$ cat src/rtl/fft_frame_buffer.sv
// Ping-pong frame buffer feeding an FFT: captures samples into N-point banks
// and streams each completed bank out in bit-reversed order as one burst.
module fft_frame_buffer #(
  parameter int unsigned DATA_W = 16,
  parameter int unsigned N_LOG2 = 6
) (
  input  logic              clk,
  input  logic              rst,
  input  logic [DATA_W-1:0] sample_in,
  input  logic              sample_valid,
  input  logic              frame_ready,
  output logic [DATA_W-1:0] dataOut,
  output logic              FFT_en,
  output logic              frame_start,
  output logic              overflow
);

  localparam int unsigned N      = 1 << N_LOG2;
  localparam int unsigned ADDR_W = N_LOG2 + 1;

  typedef enum logic {
    IDLE   = 1'b0,
    STREAM = 1'b1
  } state_t;

  state_t              state_q, state_d;
  logic [DATA_W-1:0]   mem [2*N];
  logic [1:0]          full_q, full_d;
  logic                wr_bank_q, rd_bank_q;
  logic [N_LOG2-1:0]   wr_idx_q, rd_idx_q;

  logic                start_c, issue_c, last_c;
  logic                bank_free_c, accept_c, drop_c, wr_last_c;
  logic [ADDR_W-1:0]   wr_addr_c, rd_addr_c;

  // Reverse the N_LOG2 index bits to form the FFT input ordering
  function automatic logic [N_LOG2-1:0] bitrev(input logic [N_LOG2-1:0] a);
    logic [N_LOG2-1:0] r;
    r = '0;
    for (int i = 0; i < int'(N_LOG2); i++) begin
      r[i] = a[int'(N_LOG2) - 1 - i];
    end
    return r;
  endfunction

  // Read FSM next state and per-cycle read strobes
  always_comb begin
    state_d = state_q;
    start_c = 1'b0;
    issue_c = 1'b0;
    last_c  = 1'b0;
    case (state_q)
      IDLE: begin
        if (full_q[rd_bank_q] && frame_ready) begin
          state_d = STREAM;
          start_c = 1'b1;
        end
      end
      STREAM: begin
        issue_c = 1'b1;
        if (rd_idx_q == N_LOG2'(N - 1)) begin
          last_c  = 1'b1;
          state_d = IDLE;
        end
      end
      default: state_d = IDLE;
    endcase
  end

  // Write-side acceptance; a bank freed this cycle is immediately writable
  always_comb begin
    bank_free_c = !full_q[wr_bank_q] || (last_c && (rd_bank_q == wr_bank_q));
    accept_c    = sample_valid && bank_free_c;
    drop_c      = sample_valid && !bank_free_c;
    wr_last_c   = accept_c && (wr_idx_q == N_LOG2'(N - 1));
    wr_addr_c   = {wr_bank_q, wr_idx_q};
    rd_addr_c   = {rd_bank_q, bitrev(rd_idx_q)};
  end

  // Bank full flags: read-side free first, then write-side completion
  always_comb begin
    full_d = full_q;
    for (int b = 0; b < 2; b++) begin
      if (last_c && (rd_bank_q == 1'(b))) begin
        full_d[b] = 1'b0;
      end
      if (wr_last_c && (wr_bank_q == 1'(b))) begin
        full_d[b] = 1'b1;
      end
    end
  end

  // FSM state register
  always_ff @(posedge clk) begin
    if (rst) begin
      state_q <= IDLE;
    end else begin
      state_q <= state_d;
    end
  end

  // Bank bookkeeping, write/read pointers and sticky overflow
  always_ff @(posedge clk) begin
    if (rst) begin
      full_q    <= '0;
      wr_bank_q <= 1'b0;
      wr_idx_q  <= '0;
      rd_bank_q <= 1'b0;
      rd_idx_q  <= '0;
      overflow  <= 1'b0;
    end else begin
      full_q <= full_d;
      if (accept_c) begin
        if (wr_last_c) begin
          wr_idx_q  <= '0;
          wr_bank_q <= ~wr_bank_q;
        end else begin
          wr_idx_q <= wr_idx_q + N_LOG2'(1);
        end
      end
      if (drop_c) begin
        overflow <= 1'b1;
        wr_idx_q <= '0;
      end
      if (start_c) begin
        rd_idx_q <= '0;
      end else if (issue_c) begin
        rd_idx_q <= rd_idx_q + N_LOG2'(1);
      end
      if (last_c) begin
        rd_bank_q <= ~rd_bank_q;
      end
    end
  end

  // Sample storage; contents are not reset
  always_ff @(posedge clk) begin
    if (accept_c) begin
      mem[wr_addr_c] <= sample_in;
    end
  end

  // Registered read port and burst qualifiers; dataOut holds between bursts
  always_ff @(posedge clk) begin
    if (rst) begin
      dataOut     <= '0;
      FFT_en      <= 1'b0;
      frame_start <= 1'b0;
    end else begin
      FFT_en      <= issue_c;
      frame_start <= issue_c && (rd_idx_q == '0);
      if (issue_c) begin
        dataOut <= mem[rd_addr_c];
      end
    end
  end

endmodule

$ cat config.mk
export PLATFORM = sky130hd
export DESIGN_NAME = fft_frame_buffer
export DESIGN_NICKNAME = d
export VERILOG_FILES = /design/src/rtl/fft_frame_buffer.sv
export SDC_FILE = /design/constraint.sdc
export NUM_CORES = 2
export LEC_CHECK = 0
export ABC_AREA = 1
export CELL_PAD_IN_SITES_DETAIL_PLACEMENT = 1
export CELL_PAD_IN_SITES_GLOBAL_PLACEMENT = 1
export CORE_ASPECT_RATIO = 2
export CORE_MARGIN = 3
export CORE_UTILIZATION = 50
export CTS_BUF_LIST = sky130_fd_sc_hd__clkbuf_4 sky130_fd_sc_hd__clkbuf_8
export CTS_CLUSTER_SIZE = 14
export DETAILED_ROUTE_END_ITERATION = 16
export HOLD_SLACK_MARGIN = 0.12
export PLACE_DENSITY_LB_ADDON = 0.12
export SETUP_SLACK_MARGIN = 0.5
export SLEW_MARGIN = 20
export SYNTH_ARGS = -nofsm -noshare
export SYNTH_HDL_FRONTEND = slang
export SYNTH_SLANG_ARGS = --single-unit
$ cat constraint.sdc
create_clock -name clk -period 3.9 [get_ports clk]
set_input_delay 1.17 -clock clk [delete_from_list [all_inputs] [get_ports clk]]
set_output_delay 1.17 -clock clk [all_outputs]
set_load 0.005 [all_outputs]
Yosys cells after proc, flatten, opt, wreduce, memory -nomap -nowiden
Memories as Yosys holds them, arrays and structs flattened. A register that Yosys moved wholly into a read port is not among the register bits.
Index checks and enable logic that the tools add are counted.
{ "word_totals": {"memories": 1, "mem_bits_rw": 2048, "wordCells": 58, "register_bits": 20, "output_inout_bits": 19, "in_bits": 20} }
{ "op_classes": {"eq_ne": 3, "add_sub_neg": 2, "mux": 18, "n_reduce_logical": 19, "n_bitwise": 3, "magnitude_cmp": 2} }
{ "memory_table": {"columns": ["memory", "words", "width", "read_ports", "rd_ports_with_merged_regs", "wr", "line_no", "rtl"], "rows": [
  ["mem", 128, 16, 1, 1, 1, "27", "logic [DATA_W-1:0] mem [2*N];"]
]} }
{ "ops": {"columns": ["cell", "n"], "rows": [
  ["$mux W1", 16],
  ["$add A6 B1 Y6 const B", 2],
  ["$eq A6 B6 Y1 const B", 2],
  ["$logic_and A1 B1 Y1", 10],
  ["$logic_not A6 Y1", 1],
  ["$mux W6", 1],
  ["$lt A1 B2 Y1 const B", 2],
  ["$reduce_bool A2 Y1", 2],
  ["$reduce_or A2 Y1", 2],
  ["$not A1 Y1", 3],
  ["$logic_not A1 Y1", 2],
  ["$pmux W1 S2", 1],
  ["$reduce_and A2 Y1", 1],
  ["$eq A1 B1 Y1", 1],
  ["$logic_or A1 B1 Y1", 1]
]} }

Logic depth before layout (Yosys ltp)
{ "depth": {"depth_word": 9, "mapped_depth": 16, "ltp_nobuf": 13} }

Worst setup path after synthesis
Ideal clock, no wire load.
{ "synth_path": {"path_type": "input to register", "startpoint": "input sample_valid", "endpoint": "memory mem[31][0] (enable)", "required_ps": 3491, "n_path_buf": 0, "slack_ps": 833, "setup_ps": 409, "t_arrival_ps": 2658, "cell_stages": 4, "cell_sequence": "nand2_4 clkinv_2 nand3_2 nor3_1"} }
{ "synth_via": {"elab_chain_len": 3} }
{ "synth_lines": {"columns": ["element", "line_no", "rtl"], "rows": [
  ["start, declared", "10", "input logic sample_valid,"],
  ["$logic_and A1 B1 Y1", "73", "accept_c = sample_valid && bank_free_c;"],
  ["$mux W1", "138", "if (accept_c) begin"],
  ["$mux W1 (implied by the code)", "139", "mem[wr_addr_c] <= sample_in;"],
  ["end, declared", "27", null]
]} }
Every way passes these cells.

==> key figures <==
Synthesis
  – Syn Nets: 7828
  – Gate Count Post-Synth: 7805
  – Mapped Area: 86500 sq um
  – Post-synth top cells: nand2_1 (2249), edfxtp_1 (2048), nor2_1 (967)
  – Async S/R FF share, synth: 0
  – YS warnings: 0
  – Yosys reg bits: 2084
  – Post-synth EDFFs: 2048
  – Avg Cell Area, Syn: 11.1 sq um
  – Synth top area share: 0.711
  – Top post-synthesis cells by area: edfxtp_1 (71%), nand2_1 (9.8%), nand3_1 (5.2%)
  – Yosys top cell by area: edfxtp_1
  – Netlist cell types: 38
  – Most common cell in the netlist: nand2_1
  – Main synth FF type: edfxtp_1
  – Register area share after synthesis: 0.719

Clock tree
  – Post-CTS setup buffer count: 0
  – Clock Root Buffer: clkbuf_8
  – Clock latency on the worst-skew pair: 960 ps
  – Worst-path clk slew: 60 ps
  – Htree depth: 5
  – Hold-fix buffers at CTS: 0
  – CTS Buf Count: 300
  – CTS tree: yes
  – Post_cts resized: 0
  – CTS sink count: 2084
  – Max clock buf depth: 4

Global route
  – Largest net degree at the start of global routing: 164
  – First-pass GRT wire length: 424000 um
  – Grt total ovfl: 0
  – Vias in the first global route: 63640
  – Initial antenna violation count: 9
  – Aggregate global-route resource usage: 0.329

Placement
  – Pre-CTS setup slack: 237 ps
  – Detail Placement HPWL: 189000 um
  – Dpl cells: 9975
  – Port buffer count: 38
  – Gpl congestion: 0.920

Setup path
  – CP Data Required Time: 4710 ps
  – CP max FO: 70
  – CP Launch Point: rd_idx_q[5]$_SDFFE_PP0P_
  – Critical Path AT: 4100 ps
  – Crit path launch type: flip-flop
  – CP Class: reg -> reg
  – Crit end category: flip-flop
  – Reg2Reg Depth: 15
  – RR Startpoint: rd_idx_q[5]$_SDFFE_PP0P_

Floorplanning
  – Die span in y: 594 um
  – Die area: 178000 sq um
  – Row Count: 215
  – Die span in x: 300 um
  – Core area: 172000 sq um
  – Ports: 39
  – Starting Density: 0.504

Cells and area
  – Layout cells sized above 1: 0.104
  – Final nets: 8022
  – Fin util: 0.563
  – Synth-to-Final Area Change: 11.6%
  – Layout Cells excl Fill: 10504

Worst hold path
  – Hold path cells: 2
  – Hold_sp: full_q[0]$_SDFFE_PP0P_
  – Hold WC Path Type: reg -> reg

Power and ir drop
  – Maximum vdd drop: 0.465 mV
  – Total Power: 0.0429 W
  – PD cells: 444 nW/um^2
  – Leakage Power: 36.3 nW

STA
  – Final-report max-slew violation count: 0
  – Slew Limit Headroom: 0.337
  – Fmax: 303 MHz
  – Worst-Margin Slew: 995 ps
  – Setup_tns: 0 ps
  – Crit share post-route: 0.845
  – RSZ-0062 raised after global routing: true
  – Worst-case clock skew: 56.2 ps
  – Hold Vio Cnt, Final: 0
  – Final min period: 3300 ps
  – Final WS setup: 603 ps
  – Setup Viol. Count Final: 0

Routing
  – Drt initial violations: 5449
  – DR WL/cell: 28.1 um
  – Antenna Nets Post-Route: 0
  – Vias: 60156
  – Drt drc: 0
  – Detailed Route WL: 295000 um
  – Via density per instance: 5.73
  – First-pass iteration count of the detailed router: 5

Outcome
  – Status: finished clean

Flow run
  – Max Cap Viol: 0
-- area by class of cell --
type	count	area, sq um
clock buffer	405	5010
tap	2278	2850
inverter	505	1920
antenna	6	15.0
multi-input combinational	4766	20300
clock inverter	118	790
sequential	2084	62200
timing repair buffer	342	3500
fill	18267	75000
-- power breakdown --
part           switching, W  internal (W)
clock network       0.00836       0.00900
logic              0.000769      0.000143
registers         0.0000143        0.0246
total               0.00915        0.0337
-- state kept, by name (all words and copies together) (netlist names) --
signal,cells
wr_idx_q,6
state_q,1
wr_bank_q,1
overflow,1
FFT_en,1
rd_bank_q,1
mem,2048
frame_start,1
full_q,2
rd_idx_q,6
dataOut,16
-- critical path, stage by stage, from the launching register on --
cell and delay (ps):
dfxtp_4 620, clkinv_8 390, buf_4 400, buf_4 200, nand2_1 60, nand2_1 40, nand2_1 90, nand2_1 90
nand2_1 60, nand2_1 70, nor2_1 130, nand2_1 330, nand3_1 170, nand3_1 150, nand2_1 110, a21oi_1 70
-- layout by cell type, fill, tap and decap left out, types with 5 or more instances in the layout --
cell type | synthesis | final
buf_6 | 9 | 8
clkinv_2 | 2 | 26
o211ai_1 | 57 | 57
buf_4 | 41 | 244
inv_1 | 495 | 493
o21ai_0 | 343 | 343
clkdlybuf4s50_1 | 0 | 22
nor2_1 | 967 | 967
edfxtp_1 | 2048 | 2048
buf_12 | 0 | 68
or2_2 | 41 | 41
clkbuf_4 | 0 | 90
clkinv_1 | 3 | 73
clkinvlp_4 | 0 | 8
nand3_1 | 902 | 902
a21oi_1 | 153 | 153
nand2_1 | 2249 | 2248
diode_2 | 0 | 6
o21ai_1 | 9 | 9
dfxtp_1 | 36 | 32
clkbuf_8 | 0 | 315
bufinv_16 | 0 | 10
nor2_2 | 11 | 10
xor2_1 | 5 | 5
-- stage by stage --
| step | hold slack (ps) | area (sq um) |
|---|---|---|
| 2_1_floorplan | 441 | 86500 |
| 5_1_grt | 513 | 96600 |
| 4_1_cts | 488 | 96600 |
| 3_5_place_dp | 489 | 90800 |
| 3_3_place_gp | 469 | 90800 |
| 6_report | 482 | 96600 |
-- layer usage --
layer  up-vias  track usage  wire [um]
li1      26752            -          -
met1     30436        0.369     103000
met2      2138        0.576     151000
met3       822       0.0451      16200
met4         8        0.232      24700
met5         -            0         51
-- kinds of logic (layout without fill, tap and decap cells) --
kind of cell / Yosys count / after routing / synth area share
fa+ha+maj: 3 / 3 / 0.000434
compound gates: 564 / 564 / 0.0343
simple gates: 4193 / 4193 / 0.199
other cells: 0 / 6 / 0
flops: 2084 / 2084 / 0.719
buf+inv: 955 / 1370 / 0.0469
xor+xnor: 6 / 6 / 0.000607
-- final timing paths --
kind | to | slack (ps)
worst max-delay path | dataOut[6]$_SDFFE_PP0P_ | 600
worst min-delay path | full_q[0]$_SDFFE_PP0P_ | 480
worst max register to register | dataOut[6]$_SDFFE_PP0P_ | 600
worst min register to register | full_q[0]$_SDFFE_PP0P_ | 480
Power figures use the tool's default switching activity.
